$ cat config.mk
export PLATFORM = sky130hd
export DESIGN_NAME = plot_box_sched_flat
export DESIGN_NICKNAME = d
export VERILOG_FILES = /design/src/rtl/plot_box_sched_if.sv /design/src/rtl/plot_box_sched.sv /design/src/flat_wrapper.sv
export SDC_FILE = /design/constraint.sdc
export NUM_CORES = 2
export LEC_CHECK = 0
export BUFFER_PORTS_ARGS = -buffer_cell sky130_fd_sc_hd__clkbuf_2
export CAP_MARGIN = 40
export CORE_MARGIN = 1
export CORE_UTILIZATION = 30
export DETAILED_ROUTE_END_ITERATION = 8
export PLACE_DENSITY_LB_ADDON = 0.05
export SLEW_MARGIN = 20
export SYNTH_ARGS = -nofsm -noshare
export SYNTH_HDL_FRONTEND = slang
export SYNTH_SLANG_ARGS = --single-unit
$ cat constraint.sdc
create_clock -name clk -period 5.49 [get_ports clk]
set_clock_uncertainty 0.2 [all_clocks]
set_input_delay 0.549 -clock clk [delete_from_list [all_inputs] [get_ports clk]]
set_output_delay 0.549 -clock clk [all_outputs]
set_load 0.005 [all_outputs]
$ cat src/rtl/plot_box_sched_if.sv
// rtl/plot_box_sched_if.sv - Avalon slave and box stream signals of plot_box_sched
interface plot_box_sched_if #(
    parameter int CW = 10,
    parameter int LW = 3,
    parameter int AW = 14
);
    logic          chipselect;
    logic [3:0]    as_address;
    logic          as_write;
    logic [31:0]   as_writedata;
    logic          as_read;
    logic [31:0]   as_readdata;
    logic          frame_start;
    logic          box_valid;
    logic          box_ready;
    logic [CW-1:0] box_x0;
    logic [CW-1:0] box_y0;
    logic [CW-1:0] box_x1;
    logic [CW-1:0] box_y1;
    logic [LW-1:0] box_label;
    logic [AW-1:0] box_acc;
    logic          box_last;

    modport master (
        output chipselect, as_address, as_write, as_writedata, as_read, frame_start, box_ready,
        input  as_readdata, box_valid, box_x0, box_y0, box_x1, box_y1, box_label, box_acc, box_last
    );

    modport slave (
        input  chipselect, as_address, as_write, as_writedata, as_read, frame_start, box_ready,
        output as_readdata, box_valid, box_x0, box_y0, box_x1, box_y1, box_label, box_acc, box_last
    );
endinterface

$ cat src/rtl/plot_box_sched.sv
// rtl/plot_box_sched.sv - double-buffered box-list scheduler, optional PLOT_CLAMP_EN push clamp
module plot_box_sched #(
    parameter int MAX_BOX = 16,
    parameter int CW      = 10,
    parameter int LW      = 3,
    parameter int AW      = 14,
    parameter int H_RES   = 640,
    parameter int V_RES   = 480
) (
    input logic              clk,
    input logic              reset_n,
    plot_box_sched_if.slave  bus
);
    localparam int IW = $clog2(MAX_BOX);
    localparam int W  = IW + 1;

    typedef enum logic [1:0] {S_IDLE = 2'd0, S_ISSUE = 2'd1, S_WAIT = 2'd2} state_t;

    state_t        state_q, state_d;
    logic [W-1:0]  idx_q, idx_d;
    logic          valid_q, valid_d;
    logic          load_en, orun_set;

    logic [W-1:0]  bcnt_q, acnt_q, acnt_eff, last_idx;
    logic          act_q, pending_q, ovf_q, orun_q;
    logic [31:0]   readdata_q;

    logic [CW-1:0] stg_x0_q, stg_y0_q, stg_x1_q, stg_y1_q;
    logic [LW-1:0] stg_lbl_q;
    logic [AW-1:0] stg_acc_q;
    logic [CW-1:0] px0, py0, px1, py1;

    logic [CW-1:0] mem_x0 [2][MAX_BOX];
    logic [CW-1:0] mem_y0 [2][MAX_BOX];
    logic [CW-1:0] mem_x1 [2][MAX_BOX];
    logic [CW-1:0] mem_y1 [2][MAX_BOX];
    logic [LW-1:0] mem_lbl [2][MAX_BOX];
    logic [AW-1:0] mem_acc [2][MAX_BOX];

    logic [CW-1:0] box_x0_q, box_y0_q, box_x1_q, box_y1_q;
    logic [LW-1:0] box_lbl_q;
    logic [AW-1:0] box_acc_q;

    logic wr, push, push_ok, commit, clr, swap;
    logic unused_wd;

    assign unused_wd = ^bus.as_writedata;
    assign wr        = bus.chipselect && bus.as_write;
    assign push      = wr && bus.as_address == 4'd1 && bus.as_writedata[0];
    assign commit    = wr && bus.as_address == 4'd0 && bus.as_writedata[0];
    assign clr       = wr && bus.as_address == 4'd10 && bus.as_writedata[0];
    assign push_ok   = push && !pending_q && bcnt_q != W'(MAX_BOX);
    assign swap      = bus.frame_start && pending_q;
    // a replay started by frame_start must already see the list it swaps in
    assign acnt_eff  = pending_q ? bcnt_q : acnt_q;
    assign last_idx  = acnt_q - W'(1);

    // box coordinates as they will be stored on push
    always_comb begin
`ifdef PLOT_CLAMP_EN
        logic [CW-1:0] cx0, cx1, cy0, cy1;
        cx0 = (stg_x0_q > CW'(H_RES - 1)) ? CW'(H_RES - 1) : stg_x0_q;
        cx1 = (stg_x1_q > CW'(H_RES - 1)) ? CW'(H_RES - 1) : stg_x1_q;
        cy0 = (stg_y0_q > CW'(V_RES - 1)) ? CW'(V_RES - 1) : stg_y0_q;
        cy1 = (stg_y1_q > CW'(V_RES - 1)) ? CW'(V_RES - 1) : stg_y1_q;
        px0 = (cx0 > cx1) ? cx1 : cx0;
        px1 = (cx0 > cx1) ? cx0 : cx1;
        py0 = (cy0 > cy1) ? cy1 : cy0;
        py1 = (cy0 > cy1) ? cy0 : cy1;
`else
        px0 = stg_x0_q;
        px1 = stg_x1_q;
        py0 = stg_y0_q;
        py1 = stg_y1_q;
`endif
    end

    // register file: staging, bank bookkeeping, sticky flags, registered reads
    always_ff @(posedge clk) begin
        if (!reset_n) begin
            stg_x0_q <= '0; stg_y0_q <= '0; stg_x1_q <= '0; stg_y1_q <= '0;
            stg_lbl_q <= '0; stg_acc_q <= '0;
            bcnt_q <= '0; acnt_q <= '0; act_q <= 1'b0; pending_q <= 1'b0;
            ovf_q <= 1'b0; orun_q <= 1'b0; readdata_q <= '0;
        end else begin
            if (wr) begin
                case (bus.as_address)
                    4'd3: stg_x0_q  <= bus.as_writedata[CW-1:0];
                    4'd4: stg_y0_q  <= bus.as_writedata[CW-1:0];
                    4'd5: stg_x1_q  <= bus.as_writedata[CW-1:0];
                    4'd6: stg_y1_q  <= bus.as_writedata[CW-1:0];
                    4'd7: stg_lbl_q <= bus.as_writedata[LW-1:0];
                    4'd8: stg_acc_q <= bus.as_writedata[AW-1:0];
                    default: ;
                endcase
            end
            if (swap) begin
                act_q     <= ~act_q;
                acnt_q    <= bcnt_q;
                bcnt_q    <= '0;
                pending_q <= 1'b0;
            end
            // push is refused while pending, so it never races the swap above
            if (push_ok) bcnt_q <= bcnt_q + W'(1);
            if (push && !push_ok) ovf_q <= 1'b1;
            if (commit) pending_q <= 1'b1;
            if (clr) begin
                ovf_q  <= 1'b0;
                orun_q <= 1'b0;
            end
            if (orun_set) orun_q <= 1'b1;
            if (bus.chipselect && bus.as_read) begin
                case (bus.as_address)
                    4'd0:    readdata_q <= {27'b0, orun_q, ovf_q, pending_q, state_q};
                    4'd2:    readdata_q <= 32'(bcnt_q);
                    4'd9:    readdata_q <= 32'(acnt_q);
                    default: readdata_q <= '0;
                endcase
            end
        end
    end

    // back-bank write on an accepted push
    always_ff @(posedge clk) begin
        if (push_ok) begin
            mem_x0[~act_q][bcnt_q[IW-1:0]]  <= px0;
            mem_y0[~act_q][bcnt_q[IW-1:0]]  <= py0;
            mem_x1[~act_q][bcnt_q[IW-1:0]]  <= px1;
            mem_y1[~act_q][bcnt_q[IW-1:0]]  <= py1;
            mem_lbl[~act_q][bcnt_q[IW-1:0]] <= stg_lbl_q;
            mem_acc[~act_q][bcnt_q[IW-1:0]] <= stg_acc_q;
        end
    end

    // replay FSM next state; an accept in WAIT loads the next entry directly
    always_comb begin
        state_d  = state_q;
        idx_d    = idx_q;
        valid_d  = valid_q;
        load_en  = 1'b0;
        orun_set = 1'b0;
        if (bus.frame_start && state_q != S_IDLE) begin
            orun_set = 1'b1;
            valid_d  = 1'b0;
            idx_d    = '0;
            state_d  = (acnt_eff != '0) ? S_ISSUE : S_IDLE;
        end else begin
            case (state_q)
                S_IDLE: begin
                    if (bus.frame_start && acnt_eff != '0) begin
                        idx_d   = '0;
                        state_d = S_ISSUE;
                    end
                end
                S_ISSUE: begin
                    load_en = 1'b1;
                    valid_d = 1'b1;
                    state_d = S_WAIT;
                end
                S_WAIT: begin
                    if (bus.box_ready) begin
                        if (idx_q == last_idx) begin
                            valid_d = 1'b0;
                            state_d = S_IDLE;
                        end else begin
                            idx_d   = idx_q + W'(1);
                            load_en = 1'b1;
                        end
                    end
                end
                default: state_d = S_IDLE;
            endcase
        end
    end

    // replay state and box output registers
    always_ff @(posedge clk) begin
        if (!reset_n) begin
            state_q <= S_IDLE; idx_q <= '0; valid_q <= 1'b0;
            box_x0_q <= '0; box_y0_q <= '0; box_x1_q <= '0; box_y1_q <= '0;
            box_lbl_q <= '0; box_acc_q <= '0;
        end else begin
            state_q <= state_d;
            idx_q   <= idx_d;
            valid_q <= valid_d;
            if (load_en) begin
                box_x0_q  <= mem_x0[act_q][idx_d[IW-1:0]];
                box_y0_q  <= mem_y0[act_q][idx_d[IW-1:0]];
                box_x1_q  <= mem_x1[act_q][idx_d[IW-1:0]];
                box_y1_q  <= mem_y1[act_q][idx_d[IW-1:0]];
                box_lbl_q <= mem_lbl[act_q][idx_d[IW-1:0]];
                box_acc_q <= mem_acc[act_q][idx_d[IW-1:0]];
            end
        end
    end

    assign bus.as_readdata = readdata_q;
    assign bus.box_valid   = valid_q;
    assign bus.box_x0      = box_x0_q;
    assign bus.box_y0      = box_y0_q;
    assign bus.box_x1      = box_x1_q;
    assign bus.box_y1      = box_y1_q;
    assign bus.box_label   = box_lbl_q;
    assign bus.box_acc     = box_acc_q;
    assign bus.box_last    = valid_q && idx_q == last_idx;
endmodule

$ cat src/flat_wrapper.sv
// flat-port wrapper written by rule: the top's interface ports become plain ports
module plot_box_sched_flat 
#(
    parameter int MAX_BOX = 16,
    parameter int CW      = 10,
    parameter int LW      = 3,
    parameter int AW      = 14,
    parameter int H_RES   = 640,
    parameter int V_RES   = 480
)
  (clk, reset_n, bus_chipselect, bus_as_address, bus_as_write, bus_as_writedata, bus_as_read, bus_frame_start, bus_box_ready, bus_as_readdata, bus_box_valid, bus_box_x0, bus_box_y0, bus_box_x1, bus_box_y1, bus_box_label, bus_box_acc, bus_box_last);
  plot_box_sched_if #(.CW(CW), .LW(LW), .AW(AW)) bus_i ();
  input logic clk;
  input logic reset_n;
  input wire logic [$bits(bus_i.chipselect)-1:0] bus_chipselect;
  input wire logic [$bits(bus_i.as_address)-1:0] bus_as_address;
  input wire logic [$bits(bus_i.as_write)-1:0] bus_as_write;
  input wire logic [$bits(bus_i.as_writedata)-1:0] bus_as_writedata;
  input wire logic [$bits(bus_i.as_read)-1:0] bus_as_read;
  input wire logic [$bits(bus_i.frame_start)-1:0] bus_frame_start;
  input wire logic [$bits(bus_i.box_ready)-1:0] bus_box_ready;
  output wire logic [$bits(bus_i.as_readdata)-1:0] bus_as_readdata;
  output wire logic [$bits(bus_i.box_valid)-1:0] bus_box_valid;
  output wire logic [$bits(bus_i.box_x0)-1:0] bus_box_x0;
  output wire logic [$bits(bus_i.box_y0)-1:0] bus_box_y0;
  output wire logic [$bits(bus_i.box_x1)-1:0] bus_box_x1;
  output wire logic [$bits(bus_i.box_y1)-1:0] bus_box_y1;
  output wire logic [$bits(bus_i.box_label)-1:0] bus_box_label;
  output wire logic [$bits(bus_i.box_acc)-1:0] bus_box_acc;
  output wire logic [$bits(bus_i.box_last)-1:0] bus_box_last;
  assign bus_i.chipselect = bus_chipselect;
  assign bus_i.as_address = bus_as_address;
  assign bus_i.as_write = bus_as_write;
  assign bus_i.as_writedata = bus_as_writedata;
  assign bus_i.as_read = bus_as_read;
  assign bus_i.frame_start = bus_frame_start;
  assign bus_i.box_ready = bus_box_ready;
  assign bus_as_readdata = bus_i.as_readdata;
  assign bus_box_valid = bus_i.box_valid;
  assign bus_box_x0 = bus_i.box_x0;
  assign bus_box_y0 = bus_i.box_y0;
  assign bus_box_x1 = bus_i.box_x1;
  assign bus_box_y1 = bus_i.box_y1;
  assign bus_box_label = bus_i.box_label;
  assign bus_box_acc = bus_i.box_acc;
  assign bus_box_last = bus_i.box_last;
  plot_box_sched #(.MAX_BOX(MAX_BOX), .CW(CW), .LW(LW), .AW(AW), .H_RES(H_RES), .V_RES(V_RES)) u_core (.clk(clk), .reset_n(reset_n), .bus(bus_i));
endmodule
==> results.tsv <==
metric	value	unit
mostFrequentLayoutCell	edfxtp_1	
r2r_cells	12	
synthCells	4380	
cts_buffer_depth	3	
whs_endpoint	u_core.ovf_q$_SDFFE_PP0P_	
place_hpwl	133000	µm
numCtsBuffers	220	
worst_slew_margin_rel	41.1	%
whs_path_depth	3	
r2r_slack	950	ps
synth_edf_count	1824	
final.setup.worst_slack	949	ps
worstPathCellList	inv_1 > ha_1 > xor2_1 > nand2_1 > or4_1 > a311o_4 > nand3_4 > buf_4 > o21a_1 > o211ai_1 > a32o_1 > nor4_2	
yosys.area.top_type_share	71.0	%
drv_slew	0	
nFillCells	23900	
yosys_warnings	0	
avgViaCountPerCell	5.06	
max_freq	220	MHz
worstMarginPinSlew	876	ps
htreeDepth	4	
gp_congestion	0.729	
clkTransAtPathRegs	60	ps
dp_slack	942	ps
final_hold_viol_count	0	
drt-initial-drc-count	3006	
grt_max_degree	86	
firstDrtPassIters	6	
timing.rr.end	u_core.bus.box_x1[6]$_SDFFE_PN0P_	
critPathMaxFanout	21	
route.detailed.drc	0	
fin_crit_sh	82.7	%
die_w	509	µm
grt_pass1_vias	42700	
netlist_area	0.0772	mm²
rows	185	
synth_area_leaders	edfxtp_1 (71%), mux4_2 (6.6%), dfxtp_1 (3.7%)	
grt_first_pass_wirelength	351000	µm
antenna_found_initial	12	
grt_usage	19.4	%
wire_per_inst	30.8	µm
vias	41500	
cp_slowest_cell	or4_1	
fin_tns_setup	0	ps
fp.dieH	509	µm
yosysTopAreaCell	edfxtp_1	
start_util	30.3	%
clk_latency	850	ps
synthArstFlopShare	0	%
hp-start	bus_as_address[0]	
synth-seq-cells	1966	
clk_root_buffer_cell	clkbuf_16	
avgSynthCellArea	17.6	µm²
most-common-layout-cells	edfxtp_1 (1824), nand2_1 (520), mux4_2 (226)	
design.core.area	0.255	mm²
cap_viol_max_count	0	
numPortBuffers	88	
io_pins	134	
regToRegStartpoint	u_core.acnt_q[0]$_SDFFE_PN0P_	
slowest_delay	720	ps
finalWirelength	253000	µm
p_per_area	340	mW/mm²
crit_type	reg -> reg	
required	6070	ps
drive_above_1_share	23.2	%
crit_path_start_kind	register	
multi_input_area	0.0183	mm²
dieArea	0.259	mm²
status	complete, no violations	
layout.nets	4684	
cts_resized	0	
synthFlopType	edfxtp_1	
cts_tree	built	
arrival	5120	ps
endpoint_kind	register	
min_path_type	in -> reg	
period_needed	4540	ps
clock-sinks	1966	
whs	109	ps
synthToLayoutAreaGrowth	17.9	%
antenna_left	0	
finish.utilization	35.7	%
regArea	0.0576	mm²
synth-seq-area-share	74.6	%
grt_overflow	0	
finalSetupViolations	0	
max-vdd-ir-drop	0.000275	V
leakage	28.6	nW
rsz0062_at_grt	false	
ys_types	72	
==> cells in the mapped netlist, types with 4 or more instances <==
cell type / instances
buf_6: 23
a211o_1: 55
a221oi_2: 59
clkbuf_1: 151
a22oi_1: 8
o21a_1: 56
mux2_4: 55
mux2i_1: 114
xnor2_1: 7
buf_2: 77
a221oi_1: 51
edfxtp_1: 1824
mux4_2: 226
nor2b_1: 50
nor4_2: 50
a32o_1: 57
and2_1: 13
o21ai_0: 123
a211oi_1: 59
buf_4: 47
nand3b_1: 4
nand3_1: 11
nor4_1: 10
nand2b_1: 6
o211ai_1: 60
a31oi_1: 4
ha_1: 9
nor2_1: 50
dfxtp_1: 142
inv_1: 10
buf_1: 15
or3_1: 5
mux2_2: 57
nand4_1: 5
a21boi_0: 20
nand2_1: 522
and3_1: 112
a21oi_1: 181
nor3_1: 6
==> final cells by class <==
cell class / count / area share (%)
Sequential cell: 1966 / 63.3
Multi-Input combinational cell: 2116 / 20.2
Clock buffer: 331 / 6.82
Tap cell: 3366 / 4.63
Timing Repair Buffer: 318 / 3.99
Clock inverter: 88 / 1.03
Inverter: 10 / 0.0412
Antenna cell: 9 / 0.0247
==> layer usage <==
| metal | share of wire [%] | track usage, % |
|---|---|---|
| met3 | 3.6 | 2.62 |
| met4 | 1.7 | 3.99 |
| met2 | 50 | 33.5 |
| met5 | 0 | 0 |
| met1 | 45 | 26.1 |
==> critical path: cells and delay by family (launching register included) <==
family,cells,cell delay [ps]
AND/OR/NAND/NOR,4,1550
AO/OA/AOI/OAI,4,1210
buffers and inverters,2,490
flip-flops,1,460
adder cells (fa/ha/maj),1,300
XOR/XNOR,1,180
==> where the power goes <==
part,internal (mW),total (mW),switching (mW)
combinational,0.0460,0.171,0.125
sequential,16.1,16.2,0.0120
clock,8.39,14.6,6.24
total,24.6,31.0,6.38
==> state kept, by name, summed over array words and instances (netlist names), 14 cells and up, named ones only <==
register and flops:
u_core.mem_x0 320, u_core.mem_y1 320, u_core.mem_x1 320, u_core.mem_acc 448
u_core.mem_y0 320, u_core.stg_acc_q 14, u_core.bus.box_acc 14, u_core.mem_lbl 96
==> what timing repair did <==
item,CTS,global route
buffers inserted,0,0
hold endpoints to repair,34,0
hold buffers,13,0
==> stage by stage <==
stage / cell area (µm²) / std cells / total power, mW
after floorplan: 77300 / 4406 / 16.5
after global placement: 82700 / 7698 / 16.6
after detailed placement: 83700 / 7763 / 16.6
after CTS: 91000 / 8195 / 31.4
after global routing: 91000 / 8196 / 31.9
final: 91000 / 8204 / 31.0
==> cells by family (layout without fill, tap and decap cells) <==
logic type               Yosys count  after routing  synth area share [%]
flip-flops                      1966           1966                  74.6
AND/OR/NAND/NOR                  866            866                  5.62
AO/OA/AOI/OAI                    753            753                  7.34
multiplexers                     452            452                  9.97
buffers and inverters            324            747                  2.17
adder cells (fa/ha/maj)            9              9                 0.146
XOR/XNOR                           9              9                 0.102
other                              1             36               0.00486
==> worst max-delay path by stage <==
stage / slack (ps) / from / end
floorplan: 180 / bus_as_address[0] / u_core.mem_acc[0][0]$_DFFE_PP_
global placement: 880 / u_core.acnt_q[0]$_SDFFE_PN0P_ / u_core.bus.box_acc[8]$_SDFFE_PN0P_
detailed placement: 940 / u_core.acnt_q[0]$_SDFFE_PN0P_ / u_core.bus.box_x1[6]$_SDFFE_PN0P_
CTS: 940 / u_core.acnt_q[0]$_SDFFE_PN0P_ / u_core.bus.box_y1[8]$_SDFFE_PN0P_
global route: 760 / u_core.acnt_q[0]$_SDFFE_PN0P_ / u_core.bus.box_y1[8]$_SDFFE_PN0P_
finish: 950 / u_core.acnt_q[0]$_SDFFE_PN0P_ / u_core.bus.box_x1[6]$_SDFFE_PN0P_
No activity file was read; power rests on OpenSTA's default activity.
